===== src/rtl/muldiv_pkg.sv =====
// Shared types and helpers for the RV32M/RV64M multiply/divide unit.
package muldiv_pkg;

  // RV32M funct3 encoding
  typedef enum logic [2:0] {
    OP_MUL    = 3'd0,
    OP_MULH   = 3'd1,
    OP_MULHSU = 3'd2,
    OP_MULHU  = 3'd3,
    OP_DIV    = 3'd4,
    OP_DIVU   = 3'd5,
    OP_REM    = 3'd6,
    OP_REMU   = 3'd7
  } op_e;

  typedef enum logic [2:0] {
    ST_IDLE,
    ST_MUL,
    ST_DIV,
    ST_FIX,
    ST_DONE
  } state_e;

  // funct3 bit positions that classify divide-family operations
  localparam int unsigned OP_DIV_BIT = 2;
  localparam int unsigned OP_REM_BIT = 1;
  localparam int unsigned OP_UNS_BIT = 0;

  // rs1 is treated as signed for MULH and MULHSU
  function automatic logic mul_a_signed(input logic [2:0] op);
    return (op == OP_MULH) || (op == OP_MULHSU);
  endfunction

  // rs2 is treated as signed only for MULH
  function automatic logic mul_b_signed(input logic [2:0] op);
    return (op == OP_MULH);
  endfunction

  // DIV and REM are signed; DIVU and REMU are not
  function automatic logic div_signed(input logic [2:0] op);
    return !op[OP_UNS_BIT];
  endfunction

endpackage


===== src/rtl/muldiv_div_iter.sv =====
// One restoring-division step: shift the next dividend bit into the partial
// remainder, subtract the divisor if it fits and shift out one quotient bit.
module div_iter #(
  parameter int unsigned XLEN = 32
) (
  input  logic [XLEN-1:0] rem_i,
  input  logic [XLEN-1:0] quo_i,
  input  logic [XLEN-1:0] dvs_i,
  output logic [XLEN-1:0] rem_c_o,
  output logic [XLEN-1:0] quo_c_o
);

  logic [XLEN:0] part_c;
  logic [XLEN:0] diff_c;

  // Trial subtraction; a borrow (MSB set) means the divisor did not fit
  always_comb begin
    part_c  = {rem_i, quo_i[XLEN-1]};
    diff_c  = part_c - {1'b0, dvs_i};
    rem_c_o = diff_c[XLEN] ? part_c[XLEN-1:0] : diff_c[XLEN-1:0];
    quo_c_o = {quo_i[XLEN-2:0], ~diff_c[XLEN]};
  end

endmodule


===== src/rtl/muldiv_unit.sv =====
// Multi-cycle RV32M/RV64M multiply/divide unit with valid/ready handshakes.
module muldiv_unit
  import muldiv_pkg::*;
#(
  parameter int unsigned XLEN       = 32,
  parameter int unsigned MUL_CYCLES = 1
) (
  input  logic            clk,
  input  logic            rst_n,
  input  logic            in_valid,
  output logic            in_ready,
  input  logic [2:0]      op,
  input  logic [XLEN-1:0] A,
  input  logic [XLEN-1:0] B,
  input  logic            flush,
  output logic            out_valid,
  input  logic            out_ready,
  output logic [XLEN-1:0] res,
  output logic            zero
);

  localparam int unsigned CNT_W    = $clog2(XLEN) + 1;
  localparam int unsigned PW       = 2 * XLEN;
  localparam int unsigned PIPE_D   = (MUL_CYCLES > 1) ? MUL_CYCLES - 1 : 1;
  localparam int unsigned MUL_LAST = (MUL_CYCLES > 1) ? MUL_CYCLES - 2 : 0;
  localparam int unsigned DIV_LAST = XLEN - 1;
  localparam logic [XLEN-1:0] SMIN = {1'b1, {(XLEN-1){1'b0}}};

  state_e            state_q, state_d;
  logic [CNT_W-1:0]  cnt_q, cnt_d;
  logic [XLEN-1:0]   rem_q, rem_d;
  logic [XLEN-1:0]   quo_q, quo_d;
  logic [XLEN-1:0]   dvs_q, dvs_d;
  logic              rem_sel_q, rem_sel_d;
  logic              q_neg_q, q_neg_d;
  logic              r_neg_q, r_neg_d;
  logic [XLEN-1:0]   res_q, res_d;
  logic              zero_q, zero_d;
  logic              out_valid_q, out_valid_d;
  logic              in_ready_q, in_ready_d;

  logic              in_fire_c;
  logic              out_fire_c;
  logic              a_sgn_c, b_sgn_c;
  logic [PW-1:0]     mul_a_c, mul_b_c, prod_c;
  logic [XLEN-1:0]   mul_sel_c;
  logic [XLEN-1:0]   pipe_out_c;
  logic              div_sgn_c, a_neg_c, b_neg_c, b_zero_c, ovf_c;
  logic [XLEN-1:0]   a_mag_c, b_mag_c;
  logic [XLEN-1:0]   iter_rem_c, iter_quo_c;
  logic              fin_c;
  logic [XLEN-1:0]   fin_res_c;

  assign in_fire_c  = in_valid & in_ready_q & ~flush;
  assign out_fire_c = out_valid_q & out_ready & ~flush;

  // Full-width product of extended operands, reduced to the requested half
  always_comb begin
    a_sgn_c   = mul_a_signed(op) & A[XLEN-1];
    b_sgn_c   = mul_b_signed(op) & B[XLEN-1];
    mul_a_c   = {{XLEN{a_sgn_c}}, A};
    mul_b_c   = {{XLEN{b_sgn_c}}, B};
    prod_c    = mul_a_c * mul_b_c;
    mul_sel_c = (op == OP_MUL) ? prod_c[XLEN-1:0] : prod_c[PW-1:XLEN];
  end

  // Operand magnitudes and special-case detection for the divide family
  always_comb begin
    div_sgn_c = div_signed(op);
    a_neg_c   = div_sgn_c & A[XLEN-1];
    b_neg_c   = div_sgn_c & B[XLEN-1];
    a_mag_c   = a_neg_c ? (~A + XLEN'(1)) : A;
    b_mag_c   = b_neg_c ? (~B + XLEN'(1)) : B;
    b_zero_c  = (B == '0);
    ovf_c     = div_sgn_c & (A == SMIN) & (B == '1);
  end

  // Retiming chain behind the multiplier; absent when the product is single-cycle
  if (MUL_CYCLES > 1) begin : g_pipe
    logic [XLEN-1:0] pipe_q [PIPE_D];
    logic            pipe_en_c;

    assign pipe_en_c  = in_fire_c | (state_q == ST_MUL);
    assign pipe_out_c = pipe_q[PIPE_D-1];

    // Shift the product forward while a multiply is in flight
    always_ff @(posedge clk or negedge rst_n) begin
      if (!rst_n) begin
        for (int unsigned i = 0; i < PIPE_D; i++) pipe_q[i] <= '0;
      end else if (pipe_en_c) begin
        pipe_q[0] <= mul_sel_c;
        for (int unsigned i = 1; i < PIPE_D; i++) pipe_q[i] <= pipe_q[i-1];
      end
    end
  end else begin : g_nopipe
    assign pipe_out_c = mul_sel_c;
  end

  div_iter #(
    .XLEN (XLEN)
  ) u_div_iter (
    .rem_i   (rem_q),
    .quo_i   (quo_q),
    .dvs_i   (dvs_q),
    .rem_c_o (iter_rem_c),
    .quo_c_o (iter_quo_c)
  );

  // Next-state and datapath control
  always_comb begin
    state_d     = state_q;
    cnt_d       = cnt_q;
    rem_d       = rem_q;
    quo_d       = quo_q;
    dvs_d       = dvs_q;
    rem_sel_d   = rem_sel_q;
    q_neg_d     = q_neg_q;
    r_neg_d     = r_neg_q;
    res_d       = res_q;
    zero_d      = zero_q;
    out_valid_d = out_valid_q;
    in_ready_d  = in_ready_q;
    fin_c       = 1'b0;
    fin_res_c   = '0;

    case (state_q)
      ST_IDLE: begin
        if (in_fire_c) begin
          in_ready_d = 1'b0;
          if (op[OP_DIV_BIT]) begin
            rem_sel_d = op[OP_REM_BIT];
            if (b_zero_c) begin
              fin_c     = 1'b1;
              fin_res_c = op[OP_REM_BIT] ? A : '1;
            end else if (ovf_c) begin
              fin_c     = 1'b1;
              fin_res_c = op[OP_REM_BIT] ? '0 : A;
            end else begin
              state_d = ST_DIV;
              cnt_d   = '0;
              rem_d   = '0;
              quo_d   = a_mag_c;
              dvs_d   = b_mag_c;
              q_neg_d = a_neg_c ^ b_neg_c;
              r_neg_d = a_neg_c;
            end
          end else if (MUL_CYCLES == 1) begin
            fin_c     = 1'b1;
            fin_res_c = mul_sel_c;
          end else begin
            state_d = ST_MUL;
            cnt_d   = '0;
          end
        end
      end
      ST_MUL: begin
        if (cnt_q == CNT_W'(MUL_LAST)) begin
          fin_c     = 1'b1;
          fin_res_c = pipe_out_c;
        end else begin
          cnt_d = cnt_q + CNT_W'(1);
        end
      end
      ST_DIV: begin
        rem_d = iter_rem_c;
        quo_d = iter_quo_c;
        if (cnt_q == CNT_W'(DIV_LAST)) begin
          state_d = ST_FIX;
        end else begin
          cnt_d = cnt_q + CNT_W'(1);
        end
      end
      ST_FIX: begin
        fin_c = 1'b1;
        if (rem_sel_q) begin
          fin_res_c = r_neg_q ? (~rem_q + XLEN'(1)) : rem_q;
        end else begin
          fin_res_c = q_neg_q ? (~quo_q + XLEN'(1)) : quo_q;
        end
      end
      ST_DONE: begin
        if (out_fire_c) begin
          state_d     = ST_IDLE;
          out_valid_d = 1'b0;
          zero_d      = 1'b0;
          in_ready_d  = 1'b1;
        end
      end
      default: begin
        state_d     = ST_IDLE;
        out_valid_d = 1'b0;
        zero_d      = 1'b0;
        in_ready_d  = 1'b1;
      end
    endcase

    if (fin_c) begin
      state_d     = ST_DONE;
      res_d       = fin_res_c;
      zero_d      = (fin_res_c == '0);
      out_valid_d = 1'b1;
    end

    // A pipeline kill overrides everything, including a pending handshake
    if (flush) begin
      state_d     = ST_IDLE;
      out_valid_d = 1'b0;
      zero_d      = 1'b0;
      in_ready_d  = 1'b1;
    end
  end

  // State and datapath registers
  always_ff @(posedge clk or negedge rst_n) begin
    if (!rst_n) begin
      state_q     <= ST_IDLE;
      cnt_q       <= '0;
      rem_q       <= '0;
      quo_q       <= '0;
      dvs_q       <= '0;
      rem_sel_q   <= 1'b0;
      q_neg_q     <= 1'b0;
      r_neg_q     <= 1'b0;
      res_q       <= '0;
      zero_q      <= 1'b0;
      out_valid_q <= 1'b0;
      in_ready_q  <= 1'b1;
    end else begin
      state_q     <= state_d;
      cnt_q       <= cnt_d;
      rem_q       <= rem_d;
      quo_q       <= quo_d;
      dvs_q       <= dvs_d;
      rem_sel_q   <= rem_sel_d;
      q_neg_q     <= q_neg_d;
      r_neg_q     <= r_neg_d;
      res_q       <= res_d;
      zero_q      <= zero_d;
      out_valid_q <= out_valid_d;
      in_ready_q  <= in_ready_d;
    end
  end

  assign in_ready  = in_ready_q;
  assign out_valid = out_valid_q;
  assign res       = res_q;
  assign zero      = zero_q;

endmodule


===== config.mk =====
export PLATFORM = sky130hd
export DESIGN_NAME = muldiv_unit
export DESIGN_NICKNAME = d
export VERILOG_FILES = /design/src/rtl/muldiv_pkg.sv /design/src/rtl/muldiv_div_iter.sv /design/src/rtl/muldiv_unit.sv
export SDC_FILE = /design/constraint.sdc
export NUM_CORES = 2
export LEC_CHECK = 0
export BUFFER_PORTS_ARGS = -buffer_cell sky130_fd_sc_hd__buf_2
export CORE_MARGIN = 8
export CORE_UTILIZATION = 25
export DETAILED_ROUTE_END_ITERATION = 6
export GPL_ROUTABILITY_DRIVEN = 0
export PLACE_DENSITY = 0.43
export SYNTH_ARGS = -nofsm -noshare
export SYNTH_HDL_FRONTEND = slang
export SYNTH_SLANG_ARGS = --single-unit

===== constraint.sdc =====
create_clock -name clk -period 4.3 [get_ports clk]
set_clock_uncertainty 0.15 [all_clocks]
set_input_delay 0.86 -clock clk [delete_from_list [all_inputs] [get_ports clk]]
set_output_delay 0.86 -clock clk [all_outputs]
set_load 0.005 [all_outputs]

* Word-level counts from Yosys, hierarchy flattened
Cells that the tools add are included.
** Storage, ports and cells
- Register bits after elaboration :: 143
- Bits of input ports :: 72
- Output and inout bits :: 35
- Logic and storage cells :: 140
** Cells by class
- Add/subtract/negate cells :: 6
- $mul :: 1
- Equality and inequality tests :: 26
- Muxes and demuxes :: 57
- Bitwise logic cells :: 19
- Reductions and logical operators :: 19
** Operators by type and width (count)
- 32-bit two-way mux :: 22
- 32-bit by 1-bit adder with 32-bit output, second input constant :: 4
- 32-bit inverter :: 4
- 32-bit case mux with 2 select lines :: 2
- 32-bit case mux with 3 select lines :: 1
- 32-bit equality test, second input constant :: 2
- 32-bit logical NOT :: 2
- 33-bit by 33-bit multiplier with 64-bit output :: 1
- 6-bit two-way mux :: 6
- 33-bit by 32-bit subtractor with 33-bit output :: 1
- 3-bit two-way mux :: 8
- 4-bit inequality test, second input constant :: 6
- 6-bit case mux with 3 select lines :: 1
- 7-bit AND reduction :: 2
- 1-bit two-way mux :: 13
- 2-bit inequality test, second input constant :: 6
- 3-bit case mux with 4 select lines :: 1
- 1-bit bitwise AND :: 10
- 5-bit AND reduction :: 2
- 3-bit by 2-bit equality test with 1-bit output, second input constant :: 3
- 6-bit by 1-bit adder with 6-bit output, second input constant :: 1
- 3-bit by 1-bit equality test with 1-bit output, second input constant :: 2
- 6-bit by 5-bit equality test with 1-bit output, second input constant :: 1
- 3-bit logical NOT :: 2
- 18 further kinds :: 25

* Depth between registers and ports, before layout
- Depth after elaboration :: 11
- Mapped depth :: 34
- Depth with buffers taken out :: 31

* By module
A second synthesis with hierarchy kept.
** Unflattened totals
- Cell total of the unflattened synthesis :: 6071
- Area total of the unflattened synthesis :: 51630.8 µm²
** By module, submodules not included
- muldiv_unit :: times used 1, cells an instance 5735, area each 49039.5 µm², seq. area each 3579.7 µm²
- div_iter :: times used 1, cells an instance 336, area each 2591.2 µm², seq. area each 0.0 µm²

* Worst setup path before layout
No wires, ideal clock.
- Path kind :: input to register
- Start point :: in op[0]
- End point :: reg zero_q (netlist: zero)
- Library setup time :: 0.074 ns
- Arrival :: 9.889 ns
- Required time :: 4.076 ns
- Setup slack :: -5.813 ns
- Stages :: 33
- Buffers on the path :: 4
- Cell sequence :: clkbuf_1 -> xor2_1 -> and3_1 -> clkbuf_1 -> clkbuf_1 -> nand2_1 -> fa_1 -> fa_1 -> inv_1 -> fa_1 -> inv_1 -> fa_1 -> inv_1 -> fa_1 -> fa_1 -> fa_1 -> inv_1 -> fa_1 -> inv_1 -> ha_1 -> clkbuf_1 -> and4_1 -> nand3_1 -> nor4_1 -> nor2_1 -> mux2_2 -> a21oi_1 -> o211a_1 -> o211ai_1 -> or4_1 -> nor4_1 -> nand4_1 -> o21ai_2
** Between the ends
- Cells in the longest elaborated chain, start to end :: 11
** Ends and longest elaborated chain
- from (decl) :: line muldiv_unit.sv:12 : input logic [2:0] op,
- 3-bit by 1-bit equality test with 1-bit output, or another cell as far along :: line muldiv_pkg.sv:31, muldiv_pkg.sv:36
- 1-bit logical OR / 1-bit bitwise AND (equally long branches) :: line muldiv_pkg.sv:31, muldiv_unit.sv:75
- 1-bit bitwise AND (on tied branches) :: line muldiv_unit.sv:59, muldiv_unit.sv:75
- 33-bit by 33-bit multiplier with 64-bit output / 32-bit two-way mux (equally long branches) :: line muldiv_unit.sv:63, muldiv_unit.sv:135
- 32-bit two-way mux (on tied branches) :: line muldiv_unit.sv:64, muldiv_unit.sv:132
- 32-bit two-way mux :: line muldiv_unit.sv:130 : if (op[OP_DIV_BIT]) begin
- 32-bit two-way mux :: line muldiv_unit.sv:128 : if (in_fire_c) begin
- 32-bit case mux with 3 select lines :: line muldiv_unit.sv:126 : case (state_q)
- 32-bit logical NOT :: line muldiv_unit.sv:200 : zero_d = (fin_res_c == '0);
- 1-bit two-way mux :: line muldiv_unit.sv:197 : if (fin_c) begin
- 1-bit two-way mux :: line muldiv_unit.sv:205 : if (flush) begin
- to (signal assigned) :: line muldiv_unit.sv:238 : zero_q <= zero_d;
- to (decl) :: line muldiv_unit.sv:38 : logic zero_q, zero_d;
Parallel ways exist; a longest one is shown, timed or not.
A chain may end at the register's enable or synchronous reset.

* Worst setup path after layout
- Start point :: in op[1]
- End point :: reg res_q[31] (netlist: res[31])
** Between the ends
- Cells in the longest elaborated chain, start to end :: 8
** Ends and longest elaborated chain
- 3-bit by 1-bit equality test with 1-bit output / 3-bit by 2-bit equality test with 1-bit output (equally long branches) :: line muldiv_pkg.sv:31, muldiv_pkg.sv:36
- 1-bit logical OR :: line muldiv_pkg.sv:31 : return (op == OP_MULH) || (op == OP_MULHSU);
- 1-bit bitwise AND :: line muldiv_unit.sv:59 : a_sgn_c = mul_a_signed(op) & A[XLEN-1];
- 33-bit by 33-bit multiplier with 64-bit output :: line muldiv_unit.sv:63 : prod_c = mul_a_c * mul_b_c;
- 32-bit two-way mux :: line muldiv_unit.sv:64 : mul_sel_c = (op == OP_MUL) ? prod_c[XLEN-1:0] : prod_c[PW-1:XLEN];
- 32-bit two-way mux :: line muldiv_unit.sv:130
- 32-bit two-way mux :: line muldiv_unit.sv:128
- 32-bit case mux with 3 select lines (*) :: line muldiv_unit.sv:126
- to (signal assigned) :: line muldiv_unit.sv:237 : res_q <= res_d;
- to (decl) :: line muldiv_unit.sv:37 : logic [XLEN-1:0] res_q, res_d;
Mark *: on every way between the ends. The rest lies on a longest branch, timed or not.

==> out/results.ini <==
[drt]
vias=44026
drc=0
first_pass_iters=6
drt-vias-per-instance=4.66
totalWireLength_mm=195
wl_per_cell_um=20.6
drtIter0Drc=2883
antenna_left=0

[yosys]
ys_warn_count=0
syn_area_per_cell_sq_um=8.47
syn-num-nets=7485
syn-cell-area_sq_um=51100
synth_top_area_cell=fa_1
yosysTopAreaCellShare=0.441
async_flop_share=1.00
synthFlopType=dfrtp_1
synth.area.top_cells=fa_1 44%, inv_1 9.1%, nand2_1 7.2%, dfrtp_1 6.9%, ha_1 6.1%
ys_ff_latch=143
ys_seq_area_frac=0.0700
syn_inst=6036
synth_edf_count=0
yosys.cell_types.count=92

[global_routing]
grt_usage=0.175
grt_antenna_before_repair=8
grt_max_degree=57
grt_pass1_wl_mm=294
grt.overflow.total=0
first_global_vias=46294

[final_layout]
drive_gt1_frac=0.232
finalNonFillerCells=9444
finalInstanceArea_sq_um=65500
finalNetCount=8191
area_delta_synth_final_pct=28.1

[die]
die_y_um=468
die-area_sq_um=219000
start_util=0.251
rows=166
core_sq_um=204000
die_w_um=468
pin_count=107

[clock_network]
ctsHoldBuffers=0
cts_root_buf=clkbuf_16
htree_num_levels=4
path_clk_slew_ns=0.07
clockBufferDepth=2
cts_tree=yes
cts-buffers-inserted=17
insertion_delay_ns=0.47
cts_num_sinks=143

[sta]
worst_pin_slew_ns=1.04
relSlewSlack=0.305
fmax_mhz=114
period_share=2.05
layout_min_cycle_time_ns=8.80
fin_ws_ns=-4.50
worst_hold_slack_ns=0.220
slew_viol_final=0
rsz0062_at_grt=yes
finalHoldViolations=0
finalSetupViolCount=66

[worst_setup_path]
required_ns=4.51
worstSetupStartpointType=input port
path_max_fanout=5
critPathMaxStageDelay_ns=0.62
cp-end-kind=flop
critPathArrivalTime_ns=9.01
worstSetupPathType=input port to flop
slowest_stage=fa_2
cp_common_cell=fa_1

[placement]
port_buffers=106
placed_cell_area_sq_um=61100
hpwl_mm=168
placed_cells=9286

[run]
drv_cap=0

[run_status]
violations=setup timing
status=complete, but fails checks

[min_path]
worstHoldPathType=input port to asynchronous set/reset pin

[worst max-delay path: cells and delay by family]
family | cells | cell delay (ns)
adder cells (fa/ha/maj) | 9 | 4.53
AND/OR/NAND/NOR | 5 | 0.87
buffers and inverters | 11 | 1.11
multiplexers | 1 | 0.27
XOR/XNOR | 1 | 0.25
AO/OA/AOI/OAI | 8 | 1.09
[sequential cells by signal, summed over array words and instances, names as in the netlist]
signal,cells
rem_q,32
rem_sel_q,1
r_neg_q,1
state_q,3
dvs_q,32
res,32
quo_q,32
in_ready,1
out_valid,1
cnt_q,6
zero,1
q_neg_q,1
[cells in the final DEF, fill, tap and decap left out, drive strengths merged, types with 10 or more instances in the layout]
cell,n
a31oi,21
nor4,33
and2,315
nand2,984
xnor2,104
o31ai,52
inv,1244
o21ai,231
a21o,50
mux2i,21
clkbuf,24
nor2,205
a31o,12
o21bai,18
nand3b,10
a21oi,219
buf,1072
nand4,45
a211oi,27
a2111oi,12
or4,13
o41ai,14
fa,1126
or2,13
dfrtp,142
nor3,57
o211ai,30
nand2b,24
or3,40
nor2b,12
xor2,92
o21a,19
nand3,66
o22ai,16
and3,15
ha,251
[area by class of cell]
cell class                      instances  area [sq um]
Fill cell                           21599        138000
Multi-Input combinational cell       4265         44000
Timing Repair Buffer                 1079          9370
Inverter                             1236          4660
Sequential cell                       143          3580
Tap cell                             2688          3360
Clock buffer                           17           425
Clock inverter                         15           145
Antenna cell                            1          2.50
[cell usage after synthesis (all sizes together) (9+ instances only)]
library cell / n
o211ai: 30
or2: 13
a2111oi: 12
o21a: 19
a31oi: 21
a211oi: 27
a21oi: 219
buf: 114
nand4: 45
o22ai: 16
nand3b: 10
nor2b: 12
o21ai: 231
and3: 15
ha: 251
and2: 315
o41ai: 14
nor2: 205
nor3: 57
a31o: 12
nor4: 33
mux2i: 21
or4: 13
or3: 40
o21bai: 18
nand2b: 24
fa: 1126
dfrtp: 142
nand2: 984
inv: 1236
o31ai: 52
xor2: 92
clkbuf: 278
a21o: 50
xnor2: 104
nand3: 66
mux2: 9
[final timing paths]
kind                       slack [ns]  depth (start not counted)      start   endpoint
min                              0.22                          1      rst_n   rem_q[0]
max in group asynchronous        2.79                          2      rst_n  rem_q[18]
min reg2reg                      0.32                          1    res[14]    res[14]
max reg2reg                     -0.43                         21  quo_q[31]   rem_q[9]
min in group clk                 0.32                          1    res[14]    res[14]
max                             -4.50                         35      op[1]    res[31]
[metrics by stage]
stage	util	worst slack [ns]	TNS, ns
floorplan	-	-4.98	-126.35
global placement	0.300	-5.43	-176.51
detailed placement	0.300	-5.42	-178.83
CTS	0.314	-4.42	-135.95
global route	0.321	-4.75	-153.42
finish	0.321	-4.50	-140.56
[what timing repair did]
item / in CTS / in global routing
endpoints found under the setup margin: 66 / 67
setup buffers: 74 / 58
hold endpoints to repair: 0 / 0
cloned: 0 / 9
resized for setup: 426 / 221
pin swaps: 232 / 145
[per-layer routing]
metal  share of wire  up-vias  GRT usage
li1                -    19849          -
met1            0.44    23039      0.237
met2            0.48      935      0.299
met3           0.047      195     0.0223
met4           0.027        8     0.0406
met5         0.00030        -          0
[cells by family (layout without fill, tap and decap cells)]
family | count (synthesis) | after routing | share of synthesized area
AO/OA/AOI/OAI | 797 | 797 | 0.0983
XOR/XNOR | 196 | 196 | 0.0336
adder cells (fa/ha/maj) | 1377 | 1377 | 0.502
buffers and inverters | 1628 | 2347 | 0.120
flip-flops | 143 | 143 | 0.0700
multiplexers | 30 | 30 | 0.00609
other | 0 | 1 | 0
AND/OR/NAND/NOR | 1865 | 1865 | 0.170
Power is left out: the tool's default activity adds up to more than one toggle a clock period on the data nets, which glitch-free logic cannot reach.
